[src/rtl/apb_pkg.sv]
// apb_pkg: shared response codes, bridge FSM states and default APB widths
package apb_pkg;
  localparam int ADDR_WIDTH = 32;
  localparam int DATA_WIDTH = 32;
  localparam int SLV_ADDR_WIDTH = 3;
  typedef enum logic [1:0] {APB_OKAY, APB_SLVERR, APB_DECERR, APB_TIMEOUT} apb_resp_e;
  typedef enum logic [1:0] {BR_IDLE, BR_SETUP, BR_ACCESS, BR_RESP} apb_br_state_e;
endpackage

[src/rtl/apb_resp_mux.sv]
// apb_resp_mux: picks the indexed completer's read data and handshake, ignoring all others
module apb_resp_mux
  import apb_pkg::*;
#(
  parameter int NUM_SLAVES = 4,
  parameter int DATA_WIDTH = apb_pkg::DATA_WIDTH,
  parameter int IDX_WIDTH  = apb_pkg::SLV_ADDR_WIDTH
) (
  input  logic [IDX_WIDTH-1:0]             idx,
  input  logic [NUM_SLAVES*DATA_WIDTH-1:0] prdata,
  input  logic [NUM_SLAVES-1:0]            pready,
  input  logic [NUM_SLAVES-1:0]            pslverr,
  output logic [DATA_WIDTH-1:0]            rdata,
  output logic                             ready,
  output logic                             slverr
);
  // only the matching lane is read, so X on unselected completers never propagates
  always_comb begin
    rdata = '0;
    ready = 1'b0;
    slverr = 1'b0;
    for (int i = 0; i < NUM_SLAVES; i++)
      if (int'(idx) == i) begin
        rdata = prdata[i*DATA_WIDTH +: DATA_WIDTH];
        ready = pready[i];
        slverr = pslverr[i];
      end
  end
endmodule

[src/rtl/apb_nslave_bridge.sv]
// apb_nslave_bridge: request/response port to N APB completers with decode error, timeout and error count
module apb_nslave_bridge
  import apb_pkg::*;
#(
  parameter int NUM_SLAVES     = 4,
  parameter int ADDR_WIDTH     = apb_pkg::ADDR_WIDTH,
  parameter int DATA_WIDTH     = apb_pkg::DATA_WIDTH,
  parameter int SLV_IDX_WIDTH  = apb_pkg::SLV_ADDR_WIDTH,
  parameter int TIMEOUT_CYCLES = 16
) (
  input  logic                             pclk,
  input  logic                             presetn,
  input  logic                             req_valid,
  output logic                             req_ready,
  input  logic [SLV_IDX_WIDTH-1:0]         req_slv,
  input  logic [ADDR_WIDTH-1:0]            req_addr,
  input  logic                             req_write,
  input  logic [DATA_WIDTH-1:0]            req_wdata,
  output logic                             rsp_valid,
  output logic [DATA_WIDTH-1:0]            rsp_rdata,
  output apb_resp_e                        rsp_code,
  output logic [15:0]                      err_count,
  output logic [ADDR_WIDTH-1:0]            paddr,
  output logic [NUM_SLAVES-1:0]            psel,
  output logic                             penable,
  output logic                             pwrite,
  output logic [DATA_WIDTH-1:0]            pwdata,
  input  logic [NUM_SLAVES*DATA_WIDTH-1:0] prdata,
  input  logic [NUM_SLAVES-1:0]            pready,
  input  logic [NUM_SLAVES-1:0]            pslverr
);
  localparam int CW = $clog2(TIMEOUT_CYCLES);
  apb_br_state_e state, state_nx;
  apb_resp_e code_nx;
  logic [SLV_IDX_WIDTH-1:0] idx;
  logic [CW-1:0] cnt;
  logic [DATA_WIDTH-1:0] sel_rdata;
  logic sel_ready, sel_err, accept, timeout;

  apb_resp_mux #(.NUM_SLAVES(NUM_SLAVES), .DATA_WIDTH(DATA_WIDTH), .IDX_WIDTH(SLV_IDX_WIDTH)) u_mux (
    .idx(idx), .prdata(prdata), .pready(pready), .pslverr(pslverr),
    .rdata(sel_rdata), .ready(sel_ready), .slverr(sel_err)
  );

  assign req_ready = state == BR_IDLE && presetn;
  assign accept = req_valid && req_ready;
  assign rsp_valid = state == BR_RESP;
  assign penable = state == BR_ACCESS;
  assign psel = (state == BR_SETUP || state == BR_ACCESS) ? NUM_SLAVES'(1) << idx : '0;
  assign timeout = cnt == CW'(TIMEOUT_CYCLES - 1);

  // state register; reset drops every strobe at once and discards any pending response
  always_ff @(posedge pclk or negedge presetn)
    if (!presetn) state <= BR_IDLE;
    else state <= state_nx;

  // next state and the response code to latch on entry to RESP
  always_comb begin
    state_nx = state;
    code_nx = APB_OKAY;
    case (state)
      BR_IDLE: if (accept) begin
        state_nx = int'(req_slv) >= NUM_SLAVES ? BR_RESP : BR_SETUP;
        code_nx = APB_DECERR;
      end
      BR_SETUP: state_nx = BR_ACCESS;
      BR_ACCESS: if (sel_ready) begin
        state_nx = BR_RESP;
        code_nx = sel_err ? APB_SLVERR : APB_OKAY;
      end else if (timeout) begin
        state_nx = BR_RESP;
        code_nx = APB_TIMEOUT;
      end
      default: state_nx = BR_IDLE;
    endcase
  end

  // request capture, access timer, response latch and saturating error counter
  always_ff @(posedge pclk or negedge presetn)
    if (!presetn) begin
      idx <= '0;
      paddr <= '0;
      pwrite <= 1'b0;
      pwdata <= '0;
      cnt <= '0;
      rsp_code <= APB_OKAY;
      rsp_rdata <= '0;
      err_count <= '0;
    end else begin
      if (accept) begin
        idx <= req_slv;
        paddr <= req_addr;
        pwrite <= req_write;
        pwdata <= req_wdata;
      end
      cnt <= state == BR_ACCESS ? cnt + 1'b1 : '0;
      if (state != BR_RESP && state_nx == BR_RESP) begin
        rsp_code <= code_nx;
        rsp_rdata <= (code_nx == APB_OKAY && !pwrite) ? sel_rdata : '0;
      end
      if (rsp_valid && rsp_code != APB_OKAY && err_count != 16'hFFFF) err_count <= err_count + 16'd1;
    end
endmodule

[config.mk]
export PLATFORM = sky130hd
export DESIGN_NAME = apb_nslave_bridge
export DESIGN_NICKNAME = d
export VERILOG_FILES = /design/src/rtl/apb_pkg.sv /design/src/rtl/apb_resp_mux.sv /design/src/rtl/apb_nslave_bridge.sv
export SDC_FILE = /design/constraint.sdc
export NUM_CORES = 1
export LEC_CHECK = 0
export CAP_MARGIN = 25
export CORE_MARGIN = 1.5
export CORE_UTILIZATION = 30
export CTS_CLUSTER_DIAMETER = 40
export DETAILED_ROUTE_END_ITERATION = 8
export SYNTH_ARGS = -nofsm -noshare
export SYNTH_HDL_FRONTEND = slang
export SYNTH_SLANG_ARGS = --single-unit
[constraint.sdc]
create_clock -name pclk -period 2.8 [get_ports pclk]
set_clock_uncertainty 0.2 [all_clocks]
set_input_delay 0.7 -clock pclk [delete_from_list [all_inputs] [get_ports pclk]]
set_output_delay 0.7 -clock pclk [all_outputs]
set_load 0.03 [all_outputs]
### Yosys cells after proc, flatten, opt, wreduce, memory -nomap -nowiden

Cells that the tools add are included.

| word-level totals | value |
|---|---|
| latch bits | 0 |
| register bits | 124 |
| output and inout bits | 122 |
| RAM bits | 0 |
| memories kept | 0 |
| memory bits (read-only) | 0 |
| word-level logic and storage cells | 60 |
| input port bits | 207 |

| cells by class | value |
|---|---|
| bitwise gates (word level) | 0 |
| $lt $le $gt $ge | 1 |
| reduce and logical (&&, ||, !) cells | 12 |
| shifts and indexed selects | 1 |
| multipliers | 0 |
| add/subtract/negate cells | 2 |
| equal/unequal tests | 10 |
| divide/modulo/power cells | 0 |
| muxes and demuxes | 25 |

Operators by type and width:

| operator | number |
|---|---|
| 32-bit 2-to-1 mux | 5 |
| 16-bit by 1-bit adder with 16-bit output (second input constant) | 1 |
| 16-bit != test (second input constant) | 1 |
| 2-bit 2-to-1 mux | 7 |
| 1-bit 2-to-1 mux | 9 |
| 4-bit 2-to-1 mux | 2 |
| 2-bit == test (second input constant) | 3 |
| 3-bit == test (second input constant) | 2 |
| 1-bit logical AND | 6 |
| 2-bit one-hot mux with 3 select lines | 1 |
| 4-bit by 1-bit adder with 4-bit output (second input constant) | 1 |
| 4-bit == test (second input constant) | 1 |
| 2-bit zero test | 2 |
| 2-bit one-hot mux with 2 select lines | 1 |
| 1-bit by 3-bit << shifter with 4-bit output (first input constant) | 1 |
| 3-bit by 2-bit == test with 1-bit output (second input constant) | 1 |
| 3-bit greater-or-equal comparator (second input constant) | 1 |
| 3-bit zero test | 1 |
| 2-bit by 1-bit == test with 1-bit output (second input constant) | 1 |
| 2-bit != test (second input constant) | 1 |
| 2-bit nonzero test | 1 |
| 1-bit zero test | 1 |
| 1-bit logical OR | 1 |

### Longest topological paths before layout

Gate-level depths: netlist (run 1).

| logic depth | value |
|---|---|
| word-level depth | 11 |
| mapped depth | 10 |
| gate-level depth less buffers | 7 |

### Hierarchy

A second synthesis (run 1) with hierarchy kept.

| unflattened totals | value |
|---|---|
| cells, all modules | 667 |
| area total of the unflattened synthesis | 6334.8 um^2 |

Modules (own cells, without submodules):

| module | cells an instance | instances | area an instance (um^2) | seq. area each (um^2) |
|---|---|---|---|---|
| apb_nslave_bridge | 547 | 1 | 5282.6 | 3103.0 |
| apb_resp_mux | 120 | 1 | 1052.3 | 0.0 |

### Least setup slack after synthesis (run 1)

No wires, ideal clock.

| path | value |
|---|---|
| kind | input port to flip-flop |
| from | input req_valid |
| to | register rsp_code[1] |
| data required time | 2475 ps |
| buffers on the path | 2 |
| data arrival time | 2043 ps |
| setup slack | 432 ps |
| cell stages on the path | 7 |
| setup time | 125 ps |
| cell sequence | and3_1 -> buf_2 -> a21o_1 -> o21ai_1 -> or2_1 -> buf_2 -> mux2_2 |

| on the way | value |
|---|---|
| word-level cells in the longest chain between the ends | 5 |
| elaborated cells on any way between the ends | 7 |
| classes of those cells | eq/ne: 1; mux: 4; reduce/logical: 2 |

Ends and longest elaborated chain:

| what | line | RTL |
|---|---|---|
| start: declaration | apb_nslave_bridge.sv:13 | `input logic req_valid,` |
| 1-bit logical AND * | apb_nslave_bridge.sv:46 | `assign accept = req_valid && req_ready;` |
| 2-bit 2-to-1 mux | apb_nslave_bridge.sv:62 | `BR_IDLE: if (accept) begin` |
| 2-bit one-hot mux with 3 select lines | apb_nslave_bridge.sv:61 | `case (state)` |
| 2-bit == test | apb_nslave_bridge.sv:97 | `if (state != BR_RESP && state_nx == BR_RESP) begin` |
| 1-bit logical AND | apb_nslave_bridge.sv:97 |  |
| end signal: assignment | apb_nslave_bridge.sv:98 | `rsp_code <= code_nx;` |
| end: declaration | apb_nslave_bridge.sv:21 | `output apb_resp_e rsp_code,` |

Mark *: on every way between the ends. The rest lies on a longest branch, timed or not.
A chain may end at the register's enable or synchronous reset.

### Final worst setup path (run 1)

| path | value |
|---|---|
| from | register state[0] |
| to | output psel[1] |

| on the way | value |
|---|---|
| word-level cells in the longest chain between the ends | 3 |
| elaborated cells on any way between the ends | 4 |
| classes of those cells | eq/ne: 2; mux: 1; reduce/logical: 1 |

Ends and longest elaborated chain:

| what | line | RTL |
|---|---|---|
| start: declaration | apb_nslave_bridge.sv:33 | `apb_br_state_e state, state_nx;` |
| start signal: assignment | apb_nslave_bridge.sv:55 | `else state <= state_nx;` |
| 2-bit by 1-bit == test with 1-bit output or 2-bit == test (tied branches) | apb_nslave_bridge.sv:49 | `assign psel = (state == BR_SETUP \|\| state == BR_ACCESS) ? NUM_SLAVES'(1) << idx : '0;` |
| 1-bit logical OR * | apb_nslave_bridge.sv:49 |  |
| 4-bit 2-to-1 mux * | apb_nslave_bridge.sv:49 |  |
| end: declaration | apb_nslave_bridge.sv:24 | `output logic [NUM_SLAVES-1:0] psel,` |

Marks and branches as above.

==> results summary, run 1 <==
STA classifies the critical path startpoint as a register. TritonCTS built the clock tree. The library cells used most frequently in the layout, excluding fill and tap cells, are 320 x clkdlybuf4s50_1, 123 x dfrtp_1, 70 x mux2_2, 38 x inv_1, 32 x mux4_2. The tightest hold path in the finished design has a slack of 0.0963 ns. The die boundary height came out at 144 um. The dominant synthesized flop cell is dfrtp_1. The share of final-layout standard cells stronger than drive strength 1 is 0.200. The clock latency reported for the late side of the worst-skew pair is 0.41 ns. The relative max-transition margin is 0.509. The synthesized netlist occupies a cell area of 5950 um^2. The highest attainable clock frequency came out at 379 MHz.

The max-slew violation count is 0. The initial detailed-routing violation count is 106. The total of max-cap violations came out at 0. The count of hold-fix buffers inserted at cts is 0. The global-route wire length before repair is 28500 um. The total wire length after detailed routing came out at 18900 um. The ratio of final minimum period to clock period came out at 0.943.

The number of global-route vias before repair is 5316. The placeable core area is ~19000 um^2. In the synthesized netlist the async set-or-reset flop fraction comes to 1.00.

The number of nets with antenna violations after routing came out at 0. The flow ran to the end, and the final reports show no timing, DRC or antenna violations. The remaining global-route overflow is 0. The critical path goes through inv_1 -> ha_2 -> nand2_1 -> nor2_1 -> buf_12. The mean instance size in the synthesized netlist came out at around 13 um^2. The critical path required time is 1.90 ns.

The average via count per standard cell is 4.80. The number of gates resized after CTS is 1. Detailed placement ended at an HPWL of 14900 um.

The met3 demand-to-capacity share in global routing came out at 0.0606. The number of standard-cell rows in the floorplan is between 50 and 60. The critical path's top delay family is adder cells. The routed design could run at a clock period as short as 2.64 ns. The sequential element share of the synthesized area came out at 0.522. The CTS clock-pin slew for the worst setup and hold paths is 0.05 ns. The count of nets after finishing is between 900 and 1k.

The largest net degree at the start of global routing came out at 57. The worst setup path is captured at an output pin. The number of enable flip-flop cells after synthesis is 0. The register cell area after layout is about 3100 um^2.

The peak supply drop is 0.746 mV. The H-tree was split into 4 levels. The number of buffers created by CTS is 17. The number of non-filler instances in the completed layout is 1060. The met2 track utilization from global routing came out at 0.321.

The routability-driven placement congestion ratio came out at 0.792. The number of setup violations in the final report is 0. In this run the worst path has a maximum fanout of 4. The average wire per cell in the routed design is 17.8 um. The largest stage delay on the critical path is 0.40 ns. The highest-delay cell along the critical path is ha_2. The routing layer with the top usage in global route is met2. The netlist uses 41 different library cells. The data arrival time of the worst path is approximately 1.7 ns. The multi-input combinational cells in the finished layout cover a total of 2560 um^2.

The width of the die is 144 um. The net count of the mapped netlist came out at 663. The number of instances in the placed design is between 1k and 1.5k. The DRC violation count after routing is 0. Setup repair after global routing left no endpoint under its margin.

The number of warnings reported in the yosys synthesis log came out at 0. The final route contains 5084 vias. The critical path is of the reg2out type. The post-route setup TNS came out at 0 ns.

In the global route stage, overall resource usage came out at 0.184. The final-report hold violation count came out at 0. The final-layout fill cell count is 1725. The slew at the pin closest to its max-slew limit is 0.736 ns. 329 I/O pins were placed. The min-delay analysis places its worst path in the category in2async. Power spread over the standard cell area amounts to about 1100 nW/um^2. The post-synthesis cell count came out at 451. The effective utilization at floorplan is 0.306. After synthesis the netlist holds a flip-flop and latch count of 124.

The count of buffers added by post-CTS timing repair for setup came out at 0. The area added between synthesis and finish came out at 70.7%. Leaving out fill and tap cells, the most frequent cell in the layout is clkdlybuf4s50_1. The count of buffers from port buffering is 328. The clock tree buffer depth is 2. The number of detailed-route iterations in the first pass came out at 7. The met1 capacity usage during global routing came out at 0.204. Together, buffers and inverters on the worst path number 2.

The number of antenna violations at the first check in global routing came out at 2. The die covers 20700 um^2. The leakage power summed over all cells is about 4.2 nW. The master cell of the clock root buffer is clkbuf_16. The clock drives approximately 120 sinks.
## state kept, by name, indices dropped and copies added, names as in the netlist
| name | count |
|---|---|
| paddr | 32 |
| pwdata | 32 |
| rsp_rdata | 32 |
| err_count | 16 |
| cnt | 4 |
| idx | 3 |
| rsp_code | 2 |
| state | 2 |
| pwrite | 1 |
## cell families after synthesis
logic type	synth area share
muxes	0.260
adders and majority gates	0.0105
and+or+nand+nor	0.0410
AOI/OAI and AO/OA	0.0967
DFF	0.522
xor gates and xnor gates	0.0206
buffers and inverters	0.0492
## metal layers
layer  vias up  routed length, um
li1       2322                  -
met1      2481               6960
met2       241               9730
met3        38               1640
met4         2                579
met5         -                 13
## synthesized netlist by cell type, types with 2 or more instances
cell type / n / area share
inv_1: 38 / 0.024
buf_1: 2 / 0.0013
xor2_1: 4 / 0.0059
xnor2_1: 10 / 0.015
nand2b_1: 2 / 0.0021
nand4_1: 6 / 0.0063
mux2i_1: 4 / 0.0067
o31ai_2: 2 / 0.0042
mux2_2: 70 / 0.13
a21oi_1: 5 / 0.0042
nand2_1: 5 / 0.0032
o21ai_0: 31 / 0.026
o31ai_1: 31 / 0.039
o21a_1: 2 / 0.0025
nor2_1: 18 / 0.011
dfrtp_1: 124 / 0.52
nand3_1: 6 / 0.0050
mux4_2: 32 / 0.12
buf_2: 9 / 0.0076
and3_1: 3 / 0.0032
nor3_1: 2 / 0.0017
a21o_1: 3 / 0.0038
and2_1: 2 / 0.0021
o21ai_1: 3 / 0.0025
ha_1: 5 / 0.011
buf_6: 4 / 0.0076
clkbuf_1: 14 / 0.0088
## worst reg2reg max path, stage by stage, from the launching register on
cell      delay (ns)
dfrtp_2         0.52
mux2i_1         0.32
o22a_4          0.22
nor2_1          0.07
a2111o_1        0.45
buf_12          0.18
o31ai_1         0.28
## report_power, final
| group | switching, mW | internal (mW) | total [mW] | leakage (nW) |
|---|---|---|---|---|
| logic | 3.30 | 2.77 | 6.07 | 2.36 |
| clock network | 0.790 | 1.26 | 2.05 | 0.268 |
| registers | 0.426 | 2.53 | 2.96 | 1.57 |
| total | 4.52 | 6.55 | 11.1 | 4.20 |
## worst paths after layout
kind / start / end / slack (ns) / cells after the start
max in group asynchronous: presetn / rsp_rdata[22] / 1.65 / 2
worst max register to register: idx[0] / rsp_rdata[29] / 0.46 / 6
worst min-delay path: presetn / state[1] / 0.1 / 2
worst max-delay path: state[0] / psel[1] / 0.16 / 5
worst min register to register: cnt[0] / cnt[0] / 0.26 / 1
min in group pclk: cnt[0] / cnt[0] / 0.26 / 1
## final cells by class
type	instances	share of cell area
Timing Repair Buffer	341	0.341
Sequential cell	124	0.306
Multi-Input combinational cell	260	0.253
Clock buffer	20	0.0450
Tap cell	265	0.0326
Inverter	38	0.0140
Clock inverter	11	0.00936
Antenna cell	1	0.000246
## per-stage QoR
stage                util  setup WS, ns  power [mW]  instance area (um^2)
global route        0.522        0.0255        11.7                 10200
global placement    0.493       0.00322        9.00                  9600
detailed placement  0.493       -0.0940        9.13                  9600
CTS                 0.521        0.0531        11.2                 10100
finish              0.522         0.159        11.1                 10200
floorplan               -         0.432        6.55                  5950
No activity file was read; power rests on OpenSTA's default activity.
==> run 2, diff against run 1 <==
Settings changed: ABC_AREA from default to 1.
==> run 2 against run 1 <==
Register-to-register slack got worse by 0.02 ns; sequential power grew 2%; combinational power up 4.6%; sequential cell count unchanged; die area grew 2.0%; critical path type unchanged; largest cell class unchanged; largest power group unchanged; highest routed layer is now met4.
==> results summary, run 2 <==
The count of buffers from port buffering came to 328 (unchanged). The highest attainable clock frequency is 372 MHz (-1.8%). The number of non-filler instances in the completed layout is 1393 (+31%). Among cell families on the critical path, the largest total delay comes from buffers and inverters. The number of detailed-route iterations in the first pass came out at 4 (-3). The number of standard-cell rows in the floorplan is 51 (unchanged). The remaining global-route overflow is 0 (unchanged).

The number of enable flip-flop cells after synthesis is 0 (unchanged). The ratio of final minimum period to clock period is 0.960 (+0.0172). dfrtp_1 takes more of the synthesized area than any other cell. The number of instances in the placed design is 1360 (+32%). The worst register-to-register path begins at state[0]. The routability-driven placement congestion ratio was 0.839 (+6.0%). The total of max-cap violations came out at 0 (unchanged).

The largest stage delay on the critical path came out at 0.72 ns (+0.32 ns). The share of the synthesized area in the top cell type is 0.511 (-0.0106). The number of global-route vias before repair is 6476 (+22%).

The CTS clock-pin slew for the worst setup and hold paths came out at 0.05 ns (about the same). The data arrival time of the worst path came to 1.79 ns (+0.05 ns). The final-layout fill cell count is 1929 (+12%). The critical path required time was 1.90 ns (about the same).

The effective utilization at floorplan is 0.309 (+0.00333). The total routing resource utilization after global routing came out at 0.211 (+0.0267). The number of H-tree levels is 4 (unchanged). The shortest period the worst path allows was 2.69 ns (+0.0482 ns). The total via count in the routed design is 6447 (+27%). The CTS tree is built. The total wire length after detailed routing is 22000 um (+16%).

The number of top-level pins is 329 (unchanged). The relative max-transition margin is 0.493 (-0.0157). The leakage power summed over all cells came out at 4.55 nW (+8.5%). The peak supply drop came to 0.590 mV (-21%).

The master cell of the clock root buffer is clkbuf_16. Leaving out fill and tap cells, the most frequent cell in the layout is nand2_1. The area added between synthesis and finish is 69.8%.

The number of warnings reported in the yosys synthesis log was 0 (unchanged). The average via count per standard cell is 4.63 (-3.5%). The launch instance of the worst min-delay path is cnt[0].

The end point of the most critical hold path is cnt[0]. The sum of net half-perimeters after detailed placement is 16200 um (+9.0%). The library cell with the highest instance count after synthesis is nand2_1. The mean instance size in the synthesized netlist is 7.70 um^2 (-42%). The type of element launching the critical path is a register. The post-route setup TNS was 0 ns (unchanged). The die boundary height was 145 um (+1.0%). The biggest fanout along the worst timing path is 3 (-1). The slew at the pin closest to its max-slew limit came to 0.760 ns (+0.0236 ns).

The number of nets with antenna violations after routing came to 0 (unchanged). The slowest stage of the critical path belongs to the cell clkdlybuf4s50_1. The width of the die is 145 um (+1.0%). The clock latency reported for the late side of the worst-skew pair is 0.41 ns (about the same).

Traced cell by cell, the critical path runs through inv_1 -> ha_1 -> clkdlybuf4s50_1. The max-slew violation count came out at 0 (unchanged). The power density over cell area was 1130 nW/um^2 (+3.3%). The final worst-path setup slack is 0.111 ns (-0.0482 ns). The number of antenna violations at the first check in global routing came to 0 (-2). The number of buffers created by CTS came to 17 (unchanged). The post-synthesis cell count is 789 (+75%). The run finished with clean final reports. The count of nets after finishing came out at 1327 (+34%).

The critical path is of the reg2out type. By area the synthesized netlist is led by dfrtp_1 51%, nand2_1 23%, nand3_1 6.5%. The initial detailed-routing violation count came out at 280 (+160%). The setup slack of the worst register-to-register path came to 0.44 ns (-0.02 ns).

The net count of the mapped netlist is 1001 (+51%). The placeable core area is 19700 um^2 (+0.98%). The flop and latch count out of synthesis is 124 (unchanged).

The largest net degree at the start of global routing is 122 (+110%). By count the netlist is led by 373 x nand2_1, 124 x dfrtp_1, 79 x nand3_1, 38 x nand4_1, 30 x o21ai_1. The DRC violation count after routing came out at 0 (unchanged).

The depth of the most critical reg-to-reg path is 12 (+6). The CTS sink count came to 124 (unchanged). Along the worst hold path, the cell count comes to 1. The final-report hold violation count is 0 (unchanged). The worst path buffer plus inverter count is 2 (unchanged). The total standard cell area after synthesis is 6070 um^2 (+2.1%). The global-route wire length before repair is 35300 um (+24%). The average wire per cell in the routed design was 15.8 um (-11%). The die area is 21100 um^2 (+2.0%). In this run the worst hold path is classified as reg2reg.

The number of antenna cells inserted came out at 0 (-1). The library cells used most frequently in the layout, excluding fill and tap cells, are 373 x nand2_1, 322 x clkdlybuf4s50_1, 124 x dfrtp_1, 79 x nand3_1, 38 x nand4_1. The kind of end point of the critical path is an output pin.

The pre-CTS setup slack is 0.0189 ns (+0.113 ns). The share of async-settable or async-resettable flops after synthesis is 1.00 (unchanged). The sequential element share of the synthesized area came out at 0.511 (-0.0106). Setup repair after global routing left no endpoint under its margin. The share of final-layout standard cells stronger than drive strength 1 is 0.0612 (-0.139). The clock tree buffer depth is 2 (unchanged). Among all flip-flop cells after synthesis, the most frequent one is dfrtp_1. The number of setup violations in the final report came out at 0 (unchanged). The end of the worst register-to-register path is rsp_rdata[0]. In the final layout, the registers with the most flip-flops are paddr (32), pwdata (32), rsp_rdata (32). The count of unique library cells instantiated by Yosys is 30 (-27%).
[run 2: changes by cell type after synthesis, sizes merged, moves of 6 or more]
cell	delta
nand2	+371
nand3	+74
mux2	-70
o31ai	-33
mux4	-32
nand4	+32
inv	-12
clkbuf	+10
o21ai	+7
nor2	+6
nor3	+6
[run 2: routing by layer]
layer  GRT usage  up-vias  wire, um
met4      0.0694        0       431
met5           0        -         0
li1            -     3198         -
met1       0.263     2984      9440
met3      0.0604       30      1560
met2       0.350      235     10600
[run 2: how the worst max path moves through the flow]
stage / start / endpoint / depth (start not counted)
after floorplan: idx[0] / psel[1] / 4
after global placement: req_valid / rsp_code[0] / 12
after detailed placement: req_valid / rsp_rdata[0] / 11
after CTS: state[1] / psel[1] / 5
after global routing: state[1] / psel[0] / 6
final: state[0] / penable / 3
[run 2: worst register-to-register path, cell delays in order (launching register included)]
cell     delay, ns
dfrtp_1       0.38
inv_1         0.10
ha_1          0.27
nand3_2       0.14
inv_2         0.15
nand2_1       0.09
nand2_1       0.07
nand2_1       0.08
a21oi_4       0.17
buf_12        0.14
nand2_4       0.24
nand2_1       0.13
o21ai_0       0.08
[run 2: final cells by class]
type | count | area, um^2 | area share
inverter | 27 | 101 | 0.00983
sequential | 124 | 3100 | 0.301
tap | 265 | 332 | 0.0322
multi-input combinational | 595 | 2680 | 0.260
clock inverter | 13 | 169 | 0.0164
timing repair buffer | 350 | 3490 | 0.339
clock buffer | 19 | 433 | 0.0420
[run 2: through the flow]
stage                     hold WS (ns)  total power [mW]  utilization  area (um^2)
after floorplan                  0.204              6.57            -         6070
after global placement           0.246              9.41        0.493         9700
after detailed placement         0.256              9.43        0.493         9700
after CTS                        0.263              11.7        0.524        10300
after global routing             0.289              12.4        0.525        10300
final                            0.256              11.6        0.525        10300
[run 2: logic make-up after synthesis]
group / Yosys count / share of synthesized area
AO/OA/AOI/OAI: 46 / 0.0402
XOR/XNOR: 15 / 0.0216
adder cells (fa/ha/maj): 5 / 0.0103
buffers and inverters: 70 / 0.0496
flip-flops: 124 / 0.511
AND/OR/NAND/NOR: 529 / 0.367
[run 2: what timing repair did]
| action | in CTS | in global routing |
|---|---|---|
| setup endpoints to repair | 2 | 3 |
| hold buffers | 1 | 0 |
| gates resized for setup | 2 | 5 |
| buffers inserted | 0 | 0 |
| hold endpoints to repair | 3 | 0 |
[run 2: power breakdown]
part	internal, mW	switching, mW
Sequential	2.54	0.488
Combinational	2.48	3.87
Clock	1.40	0.833
==> run 3, diff against run 2 <==
Settings changed: CTS_BUF_LIST from default to sky130_fd_sc_hd__clkbuf_4.
==> run 3 against run 2 <==
Global-route usage barely moved; die area did not move; worst setup slack lost 0.021 ns; first-iteration DRC count down 1.1%; utilization decreased by 1.0 points; via count is 0.45% higher; sequential share of layout area is 0.61 points higher; critical path type unchanged; largest power group unchanged.
==> results summary, run 3 (synthesis gave the netlist of run 2 again) <==
The count of buffers from port buffering came out at 328 (unchanged). Grouping stages by cell kind, the critical path spends the most delay in flip-flops. The initial detailed-routing violation count is 277 (-1.1%). The post-route setup TNS came out at 0 ns (unchanged).

The launch instance of the worst min-delay path is cnt[0]. The die boundary height came out at 145 um (unchanged). The fraction of power consumed by the clock network is 0.125 (-0.068). The post-place instance area came to 9700 um^2 (unchanged). The sum of net half-perimeters after detailed placement came out at 16200 um (unchanged). The die area is 21100 um^2 (unchanged). The global-route wire length before repair came out at 35200 um (-0.22%).

The total via count in the routed design came to 6476 (+0.45%). The clock latency reported for the late side of the worst-skew pair is 0.52 ns (+0.11 ns). The area of combinational cells with multiple inputs was 2710 um^2 (+1.0%). The routability-driven placement congestion ratio came out at 0.839 (unchanged). The worst setup path is captured at an output pin.

Compared with the post-synthesis result, the final layout area differs by 66.5%. The average via count per standard cell is 4.63 (about the same). The count of nets after finishing came out at 1332 (+0.38%).

The largest stage delay on the critical path came out at 0.40 ns (-0.32 ns). The width of the die came out at 145 um (unchanged). The internal power of the cells came out at 5.76 mW (-10%). The largest net degree at the start of global routing is 122 (unchanged). The setup slack of the worst register-to-register path is 0.46 ns (+0.02 ns). The worst path buffer plus inverter count came out at 4 (+2).

The total wire length after detailed routing is 22100 um (+0.32%). The register cell area after layout was 3100 um^2 (about the same). Tracing the worst setup path back leads to its startpoint at state[1]. The library cells used most frequently in the layout, excluding fill and tap cells, are 373 x nand2_1, 320 x clkdlybuf4s50_1, 123 x dfrtp_1, 79 x nand3_1, 38 x nand4_1.

The CTS sink count is 124 (unchanged). The master cell of the clock root buffer is clkbuf_4. The slew at the pin closest to its max-slew limit came to 0.716 ns (-0.0436 ns). The relative max-transition margin came out at 0.522 (+0.0291). Leaving out fill and tap cells, the most frequent cell in the layout is nand2_1. The worst hold path belongs to the class reg2reg.

The run finished with clean final reports. The combinational share of power is 0.597 (+0.050). The highest-delay cell along the critical path is dfrtp_1. The worst hold slack across all endpoints is 0.264 ns (+0.00800 ns). The final-report hold violation count came out at 0 (unchanged). The number of global-route vias before repair is 6488 (+0.19%). The peak supply drop is 0.515 mV (-13%). The highest attainable clock frequency came out at 369 MHz (-0.77%). Setup repair after global routing could not meet its margin everywhere. The ratio of final minimum period to clock period came to 0.968 (+0.00746).

The utilization after layout is 0.514 (-0.0102). The power density over cell area was 1080 nW/um^2 (-4.2%). The number of standard-cell rows in the floorplan came out at 51 (unchanged). The average wire per cell in the routed design came out at 15.8 um (-0.11%). The final-layout fill cell count is 1942 (+0.67%). The clock tree buffer depth came out at 2 (unchanged). The placeable core area is 19700 um^2 (unchanged). The biggest fanout along the worst timing path is 4 (+1). The post-route cell area came to 10100 um^2 (-1.9%). The total of max-cap violations came to 0 (unchanged). The number of antenna violations at the first check in global routing is 1 (+1). The final worst-path setup slack came out at 0.0902 ns (-0.0209 ns). The switching power summed over all nets came out at 5.15 mW (-0.75%). The switching share of power came out at 0.472 (+0.0253). The leakage power summed over all cells was 4.46 nW (-2.0%).

The part of the power in registers came out at 0.277 (+0.016). In the final layout, the registers with the most flip-flops are paddr (32), pwdata (32), rsp_rdata (32). The data arrival time of the worst path came to 1.81 ns (+0.02 ns).

The number of setup violations in the final report is 0 (unchanged). The number of detailed-route iterations in the first pass came out at 4 (unchanged). The CTS clock-pin slew for the worst setup and hold paths came out at 0.11 ns (+0.06 ns). The number of buffers created by CTS came out at 17 (unchanged). Walking the worst path, the cells encountered are inv_2 -> ha_4 -> inv_4 -> buf_6 -> nor4_4 -> buf_6. The pre-CTS setup slack is 0.0189 ns (unchanged). The type of element launching the critical path is a register. The share of final-layout standard cells stronger than drive strength 1 was 0.0733 (+0.0121).

The shortest period the worst path allows is 2.71 ns (+0.0209 ns). The effective utilization at floorplan is 0.309 (unchanged). TritonCTS built the clock tree. The remaining global-route overflow is 0 (unchanged).

The max-slew violation count is 0 (unchanged). The DRC violation count after routing was 0 (unchanged). The total routing resource utilization after global routing came to 0.211 (about the same). The startpoint identified for the worst register-to-register timing path is state[1].

By startpoint and endpoint, the worst setup path is classified as reg2out. The number of nets with antenna violations after routing is 0 (unchanged). The number of H-tree levels came out at 4 (unchanged). The critical path required time came out at 1.90 ns (about the same).

The cell with the most instances on the worst path is buf_6. The number of top-level pins came out at 329 (unchanged).
-- run 3: cell count changes in the layout (fill, tap and decap cells not counted), moves of 2 or more --
cell and change:
clkbuf_4 +19, clkbuf_16 -17, buf_4 +4, clkdlybuf4s50_1 -2, clkbuf_1 -2, inv_1 -3
inv_2 +2
-- run 3: worst reg2reg max path: stages, from the launching register on --
cell and delay (ns):
dfrtp_1 0.40, buf_4 0.13, ha_1 0.17, buf_4 0.15
inv_1 0.05, nor3_1 0.31, nor3_1 0.12, nand2_2 0.11
buf_4 0.34, nand3_1 0.14, o21ai_1 0.13
-- run 3: area by class of cell --
class | instances | share of cell area
Timing Repair Buffer | 355 | 0.351
Sequential cell | 124 | 0.307
Multi-Input combinational cell | 595 | 0.268
Tap cell | 265 | 0.0328
Clock inverter | 13 | 0.0167
Clock buffer | 19 | 0.0141
Inverter | 27 | 0.0103
Antenna cell | 1 | 0.000247
-- run 3: stage by stage --
step	total power [mW]	cells
2_1_floorplan	6.57	789
3_3_place_gp	9.41	1360
3_5_place_dp	9.43	1360
4_1_cts	10.9	1394
5_1_grt	11.6	1399
6_report	10.9	1399
-- run 3: routing by layer --
layer | global-route usage | wire, um
met1 | 0.261 | 9360
met2 | 0.349 | 10600
met3 | 0.0613 | 1630
met4 | 0.0765 | 492
met5 | 0 | 0
-- run 3: path summary, 6_finish.rpt --
| check | cells past startpoint | to |
|---|---|---|
| min reg2reg | 1 | cnt[0] |
| max | 6 | psel[0] |
| max in group asynchronous | 3 | idx[0] |
| max reg2reg | 10 | rsp_rdata[1] |
| min in group asynchronous | 2 | paddr[6] |
| min | 1 | cnt[0] |
-- run 3: power groups by stage --
stage | clock network (mW) | registers [mW] | logic [mW]
2_1_floorplan | 0 | 4.35 | 2.22
3_3_place_gp | 0 | 3.03 | 6.38
3_5_place_dp | 0 | 3.02 | 6.41
4_1_cts | 1.42 | 3.03 | 6.45
5_1_grt | 1.51 | 3.14 | 6.99
6_report | 1.37 | 3.03 | 6.52
-- run 3: repair_timing --
action,CTS,global route
endpoints found under the hold margin,3,0
gates resized for setup,16,10
buffers inserted,1,4
setup endpoints to repair,6,4
hold buffers,1,0
pin swaps,0,2
